**config.mk**
```make
export PLATFORM = sky130hd
export DESIGN_NAME = hack_alu_sequencer_flat
export DESIGN_NICKNAME = d
export VERILOG_FILES = /design/src/rtl/hack_alu_sequencer_pkg.sv /design/src/rtl/hack_alu_sequencer_if.sv /design/src/rtl/hack_alu_sequencer_jump_eval.sv /design/src/rtl/hack_alu_sequencer.sv /design/src/flat_wrapper.sv
export SDC_FILE = /design/constraint.sdc
export NUM_CORES = 1
export LEC_CHECK = 0
export ABC_AREA = 1
export BUFFER_PORTS_ARGS = -buffer_cell sky130_fd_sc_hd__buf_2
export CAP_MARGIN = 20
export CORE_MARGIN = 2
export CORE_UTILIZATION = 40
export CTS_BUF_LIST = sky130_fd_sc_hd__clkbuf_8
export DETAILED_ROUTE_END_ITERATION = 8
export GPL_ROUTABILITY_DRIVEN = 0
export PLACE_DENSITY_LB_ADDON = 0.15
export SLEW_MARGIN = 40
export SYNTH_ARGS = -nofsm -noshare
export SYNTH_HDL_FRONTEND = slang
export SYNTH_SLANG_ARGS = --single-unit
export TNS_END_PERCENT = 50
```
**constraint.sdc**
```tcl
create_clock -name clk -period 2.6 [get_ports clk]
set_input_delay 0.13 -clock clk [delete_from_list [all_inputs] [get_ports clk]]
set_output_delay 0.13 -clock clk [all_outputs]
set_load 0.005 [all_outputs]
```
**src/rtl/hack_alu_sequencer_pkg.sv**
```systemverilog
// Shared definitions for the Hack sequencer: FSM state encoding, instruction field positions
// and the illegal-instruction check used when HACK_CTRL_TRAP_EN is defined.
package hack_alu_sequencer_pkg;

    typedef enum logic [2:0] {
        S_BOOT    = 3'd0,
        S_FETCH   = 3'd1,
        S_DECODE  = 3'd2,
        S_READ_M  = 3'd3,
        S_EXEC    = 3'd4,
        S_WRITE_M = 3'd5,
        S_TRAP    = 3'd6
    } state_t;

    localparam int IR_CI      = 15;
    localparam int IR_A       = 12;
    localparam int IR_COMP_HI = 11;
    localparam int IR_COMP_LO = 6;
    localparam int IR_DEST_A  = 5;
    localparam int IR_DEST_D  = 4;
    localparam int IR_DEST_M  = 3;
    localparam int IR_JUMP_HI = 2;
    localparam int IR_JUMP_LO = 0;

    // Both bits must be set in a well-formed C-instruction.
    localparam logic [15:0] ILLEGAL_MASK = 16'h6000;

    function automatic logic is_illegal(input logic [15:0] ir);
        return ir[IR_CI] && ((ir & ILLEGAL_MASK) != ILLEGAL_MASK);
    endfunction

endpackage

```
**src/rtl/hack_alu_sequencer_if.sv**
```systemverilog
// Bus bundle between the Hack sequencer and its instruction memory, data memory and ALU.
// master = sequencer side, slave = memories/ALU side.
interface hack_alu_sequencer_if #(
    parameter int ADDR_W = 15
);
    logic              imem_req;
    logic [ADDR_W-1:0] imem_addr;
    logic              imem_valid;
    logic [15:0]       imem_data;

    logic              dmem_req;
    logic              dmem_we;
    logic [ADDR_W-1:0] dmem_addr;
    logic [15:0]       dmem_wdata;
    logic [15:0]       dmem_rdata;
    logic              dmem_ready;

    logic [15:0]       alu_x;
    logic [15:0]       alu_y;
    logic              alu_zx;
    logic              alu_nx;
    logic              alu_zy;
    logic              alu_ny;
    logic              alu_f;
    logic              alu_no;
    logic [15:0]       alu_out;
    logic              alu_zr;
    logic              alu_ng;

    logic [ADDR_W-1:0] pc;
    logic              retired;
    logic              trap;

    modport master (
        output imem_req, imem_addr,
        input  imem_valid, imem_data,
        output dmem_req, dmem_we, dmem_addr, dmem_wdata,
        input  dmem_rdata, dmem_ready,
        output alu_x, alu_y, alu_zx, alu_nx, alu_zy, alu_ny, alu_f, alu_no,
        input  alu_out, alu_zr, alu_ng,
        output pc, retired, trap
    );

    modport slave (
        input  imem_req, imem_addr,
        output imem_valid, imem_data,
        input  dmem_req, dmem_we, dmem_addr, dmem_wdata,
        output dmem_rdata, dmem_ready,
        input  alu_x, alu_y, alu_zx, alu_nx, alu_zy, alu_ny, alu_f, alu_no,
        output alu_out, alu_zr, alu_ng,
        input  pc, retired, trap
    );

endinterface

```
**src/rtl/hack_alu_sequencer_jump_eval.sv**
```systemverilog
// Hack jump condition: selects among less-than, equal and greater-than from the ALU flags.
module hack_alu_sequencer_jump_eval (
    input  logic [2:0] jump,
    input  logic       zr,
    input  logic       ng,
    output logic       jmp
);

    assign jmp = (jump[2] & ng) | (jump[1] & zr) | (jump[0] & ~ng & ~zr);

endmodule

```
**src/rtl/hack_alu_sequencer.sv**
```systemverilog
// Multi-cycle Hack CPU core: owns A, D, PC and IR, sequences fetch / decode / memory / execute.
// Optional illegal-instruction trap is enabled by defining HACK_CTRL_TRAP_EN.
module hack_alu_sequencer
    import hack_alu_sequencer_pkg::*;
#(
    parameter int ADDR_W = 15
) (
    input  logic                  clk,
    input  logic                  reset,
    hack_alu_sequencer_if.master  bus
);

    state_t            state_q;
    logic [ADDR_W-1:0] pc_q;
    logic [15:0]       a_q;
    logic [15:0]       d_q;
    logic [15:0]       ir_q;
    logic [ADDR_W-1:0] tgt_q;

    logic              imem_req_q;
    logic [ADDR_W-1:0] imem_addr_q;
    logic              dmem_req_q;
    logic              dmem_we_q;
    logic [ADDR_W-1:0] dmem_addr_q;
    logic [15:0]       dmem_wdata_q;
    logic [15:0]       alu_x_q;
    logic [15:0]       alu_y_q;
    logic [5:0]        alu_ctrl_q;
    logic              retired_q;

    logic              jmp;
    logic [ADDR_W-1:0] pc_inc_d;
    logic [ADDR_W-1:0] exec_pc_d;

    hack_alu_sequencer_jump_eval u_jump_eval (
        .jump (ir_q[IR_JUMP_HI:IR_JUMP_LO]),
        .zr   (bus.alu_zr),
        .ng   (bus.alu_ng),
        .jmp  (jmp)
    );

    // A is still the pre-instruction value during EXEC, so it is the jump target here.
    assign pc_inc_d  = pc_q + ADDR_W'(1);
    assign exec_pc_d = jmp ? a_q[ADDR_W-1:0] : pc_inc_d;

`ifdef HACK_CTRL_TRAP_EN
    logic trap_q;
`endif

    always_ff @(posedge clk) begin
        if (reset) begin
            state_q      <= S_BOOT;
            pc_q         <= '0;
            a_q          <= '0;
            d_q          <= '0;
            ir_q         <= '0;
            tgt_q        <= '0;
            imem_req_q   <= 1'b0;
            imem_addr_q  <= '0;
            dmem_req_q   <= 1'b0;
            dmem_we_q    <= 1'b0;
            dmem_addr_q  <= '0;
            dmem_wdata_q <= '0;
            alu_x_q      <= '0;
            alu_y_q      <= '0;
            alu_ctrl_q   <= '0;
            retired_q    <= 1'b0;
`ifdef HACK_CTRL_TRAP_EN
            trap_q       <= 1'b0;
`endif
        end else begin
            retired_q <= 1'b0;
            unique case (state_q)
                S_BOOT: begin
                    imem_req_q  <= 1'b1;
                    imem_addr_q <= pc_q;
                    state_q     <= S_FETCH;
                end

                S_FETCH: begin
                    if (bus.imem_valid) begin
                        ir_q        <= bus.imem_data;
                        imem_req_q  <= 1'b0;
                        imem_addr_q <= '0;
                        state_q     <= S_DECODE;
                    end
                end

                S_DECODE: begin
                    if (!ir_q[IR_CI]) begin
                        a_q         <= ir_q;
                        pc_q        <= pc_inc_d;
                        retired_q   <= 1'b1;
                        imem_req_q  <= 1'b1;
                        imem_addr_q <= pc_inc_d;
                        state_q     <= S_FETCH;
                    end
`ifdef HACK_CTRL_TRAP_EN
                    else if (is_illegal(ir_q)) begin
                        trap_q  <= 1'b1;
                        state_q <= S_TRAP;
                    end
`endif
                    else if (ir_q[IR_A]) begin
                        dmem_req_q  <= 1'b1;
                        dmem_we_q   <= 1'b0;
                        dmem_addr_q <= a_q[ADDR_W-1:0];
                        state_q     <= S_READ_M;
                    end else begin
                        alu_x_q    <= d_q;
                        alu_y_q    <= a_q;
                        alu_ctrl_q <= ir_q[IR_COMP_HI:IR_COMP_LO];
                        state_q    <= S_EXEC;
                    end
                end

                // The read data is held as the ALU y operand for the whole EXEC cycle.
                S_READ_M: begin
                    if (bus.dmem_ready) begin
                        dmem_req_q  <= 1'b0;
                        dmem_addr_q <= '0;
                        alu_x_q     <= d_q;
                        alu_y_q     <= bus.dmem_rdata;
                        alu_ctrl_q  <= ir_q[IR_COMP_HI:IR_COMP_LO];
                        state_q     <= S_EXEC;
                    end
                end

                S_EXEC: begin
                    alu_x_q    <= '0;
                    alu_y_q    <= '0;
                    alu_ctrl_q <= '0;
                    if (ir_q[IR_DEST_D]) d_q <= bus.alu_out;
                    if (ir_q[IR_DEST_A]) a_q <= bus.alu_out;
                    if (ir_q[IR_DEST_M]) begin
                        dmem_req_q   <= 1'b1;
                        dmem_we_q    <= 1'b1;
                        dmem_addr_q  <= a_q[ADDR_W-1:0];
                        dmem_wdata_q <= bus.alu_out;
                        tgt_q        <= exec_pc_d;
                        state_q      <= S_WRITE_M;
                    end else begin
                        pc_q        <= exec_pc_d;
                        retired_q   <= 1'b1;
                        imem_req_q  <= 1'b1;
                        imem_addr_q <= exec_pc_d;
                        state_q     <= S_FETCH;
                    end
                end

                S_WRITE_M: begin
                    if (bus.dmem_ready) begin
                        dmem_req_q   <= 1'b0;
                        dmem_we_q    <= 1'b0;
                        dmem_addr_q  <= '0;
                        dmem_wdata_q <= '0;
                        pc_q         <= tgt_q;
                        retired_q    <= 1'b1;
                        imem_req_q   <= 1'b1;
                        imem_addr_q  <= tgt_q;
                        state_q      <= S_FETCH;
                    end
                end

`ifdef HACK_CTRL_TRAP_EN
                S_TRAP: begin
                    state_q <= S_TRAP;
                end
`endif

                default: begin
                    state_q <= S_BOOT;
                end
            endcase
        end
    end

    assign bus.imem_req   = imem_req_q;
    assign bus.imem_addr  = imem_addr_q;
    assign bus.dmem_req   = dmem_req_q;
    assign bus.dmem_we    = dmem_we_q;
    assign bus.dmem_addr  = dmem_addr_q;
    assign bus.dmem_wdata = dmem_wdata_q;
    assign bus.alu_x      = alu_x_q;
    assign bus.alu_y      = alu_y_q;
    assign bus.alu_zx     = alu_ctrl_q[5];
    assign bus.alu_nx     = alu_ctrl_q[4];
    assign bus.alu_zy     = alu_ctrl_q[3];
    assign bus.alu_ny     = alu_ctrl_q[2];
    assign bus.alu_f      = alu_ctrl_q[1];
    assign bus.alu_no     = alu_ctrl_q[0];
    assign bus.pc         = pc_q;
    assign bus.retired    = retired_q;

`ifdef HACK_CTRL_TRAP_EN
    assign bus.trap = trap_q;
`else
    assign bus.trap = 1'b0;
`endif

endmodule

```
**src/flat_wrapper.sv**
```systemverilog
// flat-port wrapper written by rule: the top's interface ports become plain ports
module hack_alu_sequencer_flat import hack_alu_sequencer_pkg::*;
#(
    parameter int ADDR_W = 15
)
  (clk, reset, bus_imem_req, bus_imem_addr, bus_imem_valid, bus_imem_data, bus_dmem_req, bus_dmem_we, bus_dmem_addr, bus_dmem_wdata, bus_dmem_rdata, bus_dmem_ready, bus_alu_x, bus_alu_y, bus_alu_zx, bus_alu_nx, bus_alu_zy, bus_alu_ny, bus_alu_f, bus_alu_no, bus_alu_out, bus_alu_zr, bus_alu_ng, bus_pc, bus_retired, bus_trap);
  hack_alu_sequencer_if #(.ADDR_W(ADDR_W)) bus_i ();
  input  logic clk;
  input  logic reset;
  output wire logic [$bits(bus_i.imem_req)-1:0] bus_imem_req;
  output wire logic [$bits(bus_i.imem_addr)-1:0] bus_imem_addr;
  input wire logic [$bits(bus_i.imem_valid)-1:0] bus_imem_valid;
  input wire logic [$bits(bus_i.imem_data)-1:0] bus_imem_data;
  output wire logic [$bits(bus_i.dmem_req)-1:0] bus_dmem_req;
  output wire logic [$bits(bus_i.dmem_we)-1:0] bus_dmem_we;
  output wire logic [$bits(bus_i.dmem_addr)-1:0] bus_dmem_addr;
  output wire logic [$bits(bus_i.dmem_wdata)-1:0] bus_dmem_wdata;
  input wire logic [$bits(bus_i.dmem_rdata)-1:0] bus_dmem_rdata;
  input wire logic [$bits(bus_i.dmem_ready)-1:0] bus_dmem_ready;
  output wire logic [$bits(bus_i.alu_x)-1:0] bus_alu_x;
  output wire logic [$bits(bus_i.alu_y)-1:0] bus_alu_y;
  output wire logic [$bits(bus_i.alu_zx)-1:0] bus_alu_zx;
  output wire logic [$bits(bus_i.alu_nx)-1:0] bus_alu_nx;
  output wire logic [$bits(bus_i.alu_zy)-1:0] bus_alu_zy;
  output wire logic [$bits(bus_i.alu_ny)-1:0] bus_alu_ny;
  output wire logic [$bits(bus_i.alu_f)-1:0] bus_alu_f;
  output wire logic [$bits(bus_i.alu_no)-1:0] bus_alu_no;
  input wire logic [$bits(bus_i.alu_out)-1:0] bus_alu_out;
  input wire logic [$bits(bus_i.alu_zr)-1:0] bus_alu_zr;
  input wire logic [$bits(bus_i.alu_ng)-1:0] bus_alu_ng;
  output wire logic [$bits(bus_i.pc)-1:0] bus_pc;
  output wire logic [$bits(bus_i.retired)-1:0] bus_retired;
  output wire logic [$bits(bus_i.trap)-1:0] bus_trap;
  assign bus_imem_req = bus_i.imem_req;
  assign bus_imem_addr = bus_i.imem_addr;
  assign bus_i.imem_valid = bus_imem_valid;
  assign bus_i.imem_data = bus_imem_data;
  assign bus_dmem_req = bus_i.dmem_req;
  assign bus_dmem_we = bus_i.dmem_we;
  assign bus_dmem_addr = bus_i.dmem_addr;
  assign bus_dmem_wdata = bus_i.dmem_wdata;
  assign bus_i.dmem_rdata = bus_dmem_rdata;
  assign bus_i.dmem_ready = bus_dmem_ready;
  assign bus_alu_x = bus_i.alu_x;
  assign bus_alu_y = bus_i.alu_y;
  assign bus_alu_zx = bus_i.alu_zx;
  assign bus_alu_nx = bus_i.alu_nx;
  assign bus_alu_zy = bus_i.alu_zy;
  assign bus_alu_ny = bus_i.alu_ny;
  assign bus_alu_f = bus_i.alu_f;
  assign bus_alu_no = bus_i.alu_no;
  assign bus_i.alu_out = bus_alu_out;
  assign bus_i.alu_zr = bus_alu_zr;
  assign bus_i.alu_ng = bus_alu_ng;
  assign bus_pc = bus_i.pc;
  assign bus_retired = bus_i.retired;
  assign bus_trap = bus_i.trap;
  hack_alu_sequencer #(.ADDR_W(ADDR_W)) u_core (.clk(clk), .reset(reset), .bus(bus_i));
endmodule
```
==> impl_metrics.env <==
export IMPL_fill_cells=1890
export IMPL_ys_seq_elements=169
export IMPL_ys_warn_count=0
export IMPL_cts_tree="yes"
export IMPL_core_um2=18700
export IMPL_critical_path_slowest_cell="dfxtp_1"
export IMPL_grt_overflow_total=0
export IMPL_viasPerCell=5.29
export IMPL_wirelength_mm=24.7
export IMPL_synthSimpleGateAreaFrac=0.280
export IMPL_status="finished, final reports clean"
export IMPL_io_pins=158
export IMPL_finalCritPeriodShare=0.840
export IMPL_ctsResizeCount=0
export IMPL_final_layout_size_suffix_gt1_frac=0.194
export IMPL_area_growth_pct=22.4
export IMPL_synth_top_family_by_area="simple AND/OR/NAND/NOR gates"
export IMPL_reg2reg_depth=11
export IMPL_wire_per_inst_um=16.6
export IMPL_muxShareOfSynthArea=0
export IMPL_post_cts_buffers=0
export IMPL_ys_types=41
export IMPL_path_class="reg -> reg"
export IMPL_synthCells=1069
export IMPL_tightestPinTransition_ns=0.773
export IMPL_synth_top_cells_by_area="dfxtp_1 (44%), nand2_1 (13%), a21oi_1 (6.8%), nand3_1 (5.5%), o21ai_0 (5.0%)"
export IMPL_chipWidth_um=142
export IMPL_grt_max_degree=94
export IMPL_synth_compound_area_share=0.175
export IMPL_die_area_um2=20200
export IMPL_critPathCapture="u_core.bus.pc[10]"
export IMPL_cts_reportedPaths_clkPinSlew_ns=0.10
export IMPL_clkLatencyLatePin_ns=0.49
export IMPL_layout_common_cells="nand2_1 (270), dfxtp_1 (169), buf_2 (156), a21oi_1 (104), nand3_1 (84)"
export IMPL_clk_path_buf_depth=2
export IMPL_cts_root_buf="clkbuf_8"
export IMPL_yosysTopAreaCellShare=0.443
export IMPL_drv_slew=0
export IMPL_worstPathRequired_ns=2.99
export IMPL_synth_seq_area_share=0.443
export IMPL_fin_cells=1482
export IMPL_critical_path_buf_inv_count=4
export IMPL_clock_skew_ns=0.0180
export IMPL_hold_class="in -> reg"
export IMPL_nets=1291
export IMPL_drtIter0Drc=633
export IMPL_tns_ns=0
export IMPL_p_leak_nw=4.09
export IMPL_r2r_start="u_core.state_q[0]"
export IMPL_worst_path_stages=11
export IMPL_die_h_um=142
export IMPL_syn_area_um2=7640
export IMPL_synth_area_per_cell_um2=7.14
export IMPL_start_util=0.408
export IMPL_cts_max_level=4
export IMPL_antenna_found_initial=0
export IMPL_crit_path_max_incr_delay_ns=0.57
export IMPL_dr_total_vias=7845
export IMPL_cts_hold_buf=41
export IMPL_p_per_area_nw_per_um2=629
export IMPL_async_reset_ff_frac=0
export IMPL_cp_start_kind="register"
export IMPL_cts_made_buffers=17
export IMPL_relSlewSlack=0.481
export IMPL_grt_usage=0.244
export IMPL_synthAdderAreaFrac=0.00328
export IMPL_grt_first_pass_wirelength_mm=38.5
export IMPL_synth_edf_count=0
export IMPL_synth_ff_type="dfxtp_1"
export IMPL_worstPathMaxFanout=16
export IMPL_layout_commonest_cell="nand2_1"
export IMPL_crit_top_cell="inv_2"
export IMPL_worstPathCellList="inv_2 > nor2_4 > nand2_1 > inv_2 > nand2_2 > nand3_2 > inv_2 > a21oi_1 > nand3_1 > o211ai_1 > inv_1"
export IMPL_syn_nets=1125
export IMPL_peakVddDrop_v=0.000343
export IMPL_r2r_setup_slack_ns=0.42
export IMPL_setup_viol_count_final=0
export IMPL_rsz0062_at_grt="false"
export IMPL_postRouteAntennaNets=0
export IMPL_grt_pass1_vias=7384
export IMPL_hold_viol=0
export IMPL_r2r_end="u_core.bus.pc[10]"
export IMPL_synth_xor_area_share=0.00688
export IMPL_critPathArrivalTime_ns=2.57
export IMPL_max_freq_ghz=0.458
export IMPL_port_buffers=156
export IMPL_rows=50
export IMPL_dp_cells=1409
export IMPL_period_needed_ns=2.18
export IMPL_maxCapViolCount=0
export IMPL_route_detailed_drc=0
export IMPL_critPathLaunch="u_core.state_q[0]"
export IMPL_insertedDiodeCount=0
export IMPL_dpl_hpwl_mm=17.4
export IMPL_cts_sinks=169
export IMPL_synth_largest_area_cell="dfxtp_1"
export IMPL_first_pass_iters=5
export IMPL_end_kind="register"
export IMPL_path_delay_family="simple AND/OR/NAND/NOR gates"
registers in the layout (all words and copies together), names as in the netlist:
name / cells
u_core.a_q: 16
u_core.alu_ctrl_q: 6
u_core.bus.alu_x: 16
u_core.bus.alu_y: 16
u_core.bus.dmem_addr: 15
u_core.bus.dmem_req: 1
u_core.bus.dmem_wdata: 16
u_core.bus.dmem_we: 1
u_core.bus.imem_addr: 15
u_core.bus.imem_req: 1
u_core.bus.pc: 15
u_core.bus.retired: 1
u_core.d_q: 16
u_core.ir_q: 16
u_core.state_q: 3
u_core.tgt_q: 15
routing by layer:
metal	vias up	GRT usage	routed length (µm)
met3	45	0.0464	1470
met4	0	0.0889	586
li1	3870	-	-
met2	270	0.387	11300
met1	3660	0.330	11300
met5	-	0	0
area by class of cell:
class | instances | area [µm²] | area share
repair buffers | 217 | 1360 | 0.145
well taps | 234 | 293 | 0.0313
clock buffers | 17 | 234 | 0.0250
clock inverters | 15 | 175 | 0.0187
inverters | 93 | 354 | 0.0379
multi-input cells | 737 | 3550 | 0.380
flip-flops and latches | 169 | 3380 | 0.362
synth_stat cells, types with 2 or more instances:
library cell  count
o211ai_1         11
nand2_1         270
a31oi_1          19
nand3_2           2
buf_4             7
buf_6             5
inv_1            83
nor2_1           80
nand2_2           4
o21ai_1           2
dfxtp_1         169
o2111ai_1         6
nor2_4            4
ha_1              2
nand3_1          84
clkbuf_1         41
xor2_1            5
o21ai_0          76
or2_2             5
o21bai_1          5
inv_4             2
a21oi_1         104
a211oi_1          3
buf_2            15
nand4_1          28
o22ai_1          13
inv_2             8
nand2_4           3
through the flow:
stage                util  area [µm²]  worst slack [ns]  hold slack, ns  total power (W)
floorplan               -        7640             0.988           0.265          0.00358
global placement    0.456        8530             0.419           0.357          0.00396
detailed placement  0.456        8530             0.447           0.356          0.00396
CTS                 0.500        9350             0.426         0.00252          0.00590
global route        0.500        9350             0.235         0.00959          0.00616
finish              0.500        9350             0.415          0.0225          0.00588
power breakdown:
part / switching (W) / internal (W) / total (W)
Combinational: 0.000682 / 0.000389 / 0.00107
Clock: 0.00119 / 0.000739 / 0.00193
Sequential: 0.000145 / 0.00274 / 0.00289
worst min path at each step:
stage                                end  depth (start not counted)          startpoint
global placement         u_core.ir_q[11]                          3   bus_imem_data[11]
finish              u_core.bus.alu_y[15]                          3  bus_dmem_rdata[15]
detailed placement        u_core.ir_q[2]                          3    bus_imem_data[2]
global route        u_core.bus.alu_y[15]                          3  bus_dmem_rdata[15]
CTS                  u_core.bus.alu_y[9]                          5   bus_dmem_rdata[9]
floorplan                 u_core.ir_q[1]                          2    bus_imem_data[1]
worst min-delay path: stages:
cell	delay (ns)
buf_2	0.11
nand4_1	0.13
a31oi_1	0.09
kinds of logic (layout without fill, tap and decap cells):
kind of cell               after synthesis  after routing
AOI/OAI and AO/OA                      242            242
DFF                                    169            169
adders and majority gates                2              2
buffers and inverters                  163            342
other                                    1              1
and+or+nand+nor                        486            486
xor gates and xnor gates                 6              6
Note: power is estimated with default switching activity, not from simulation.
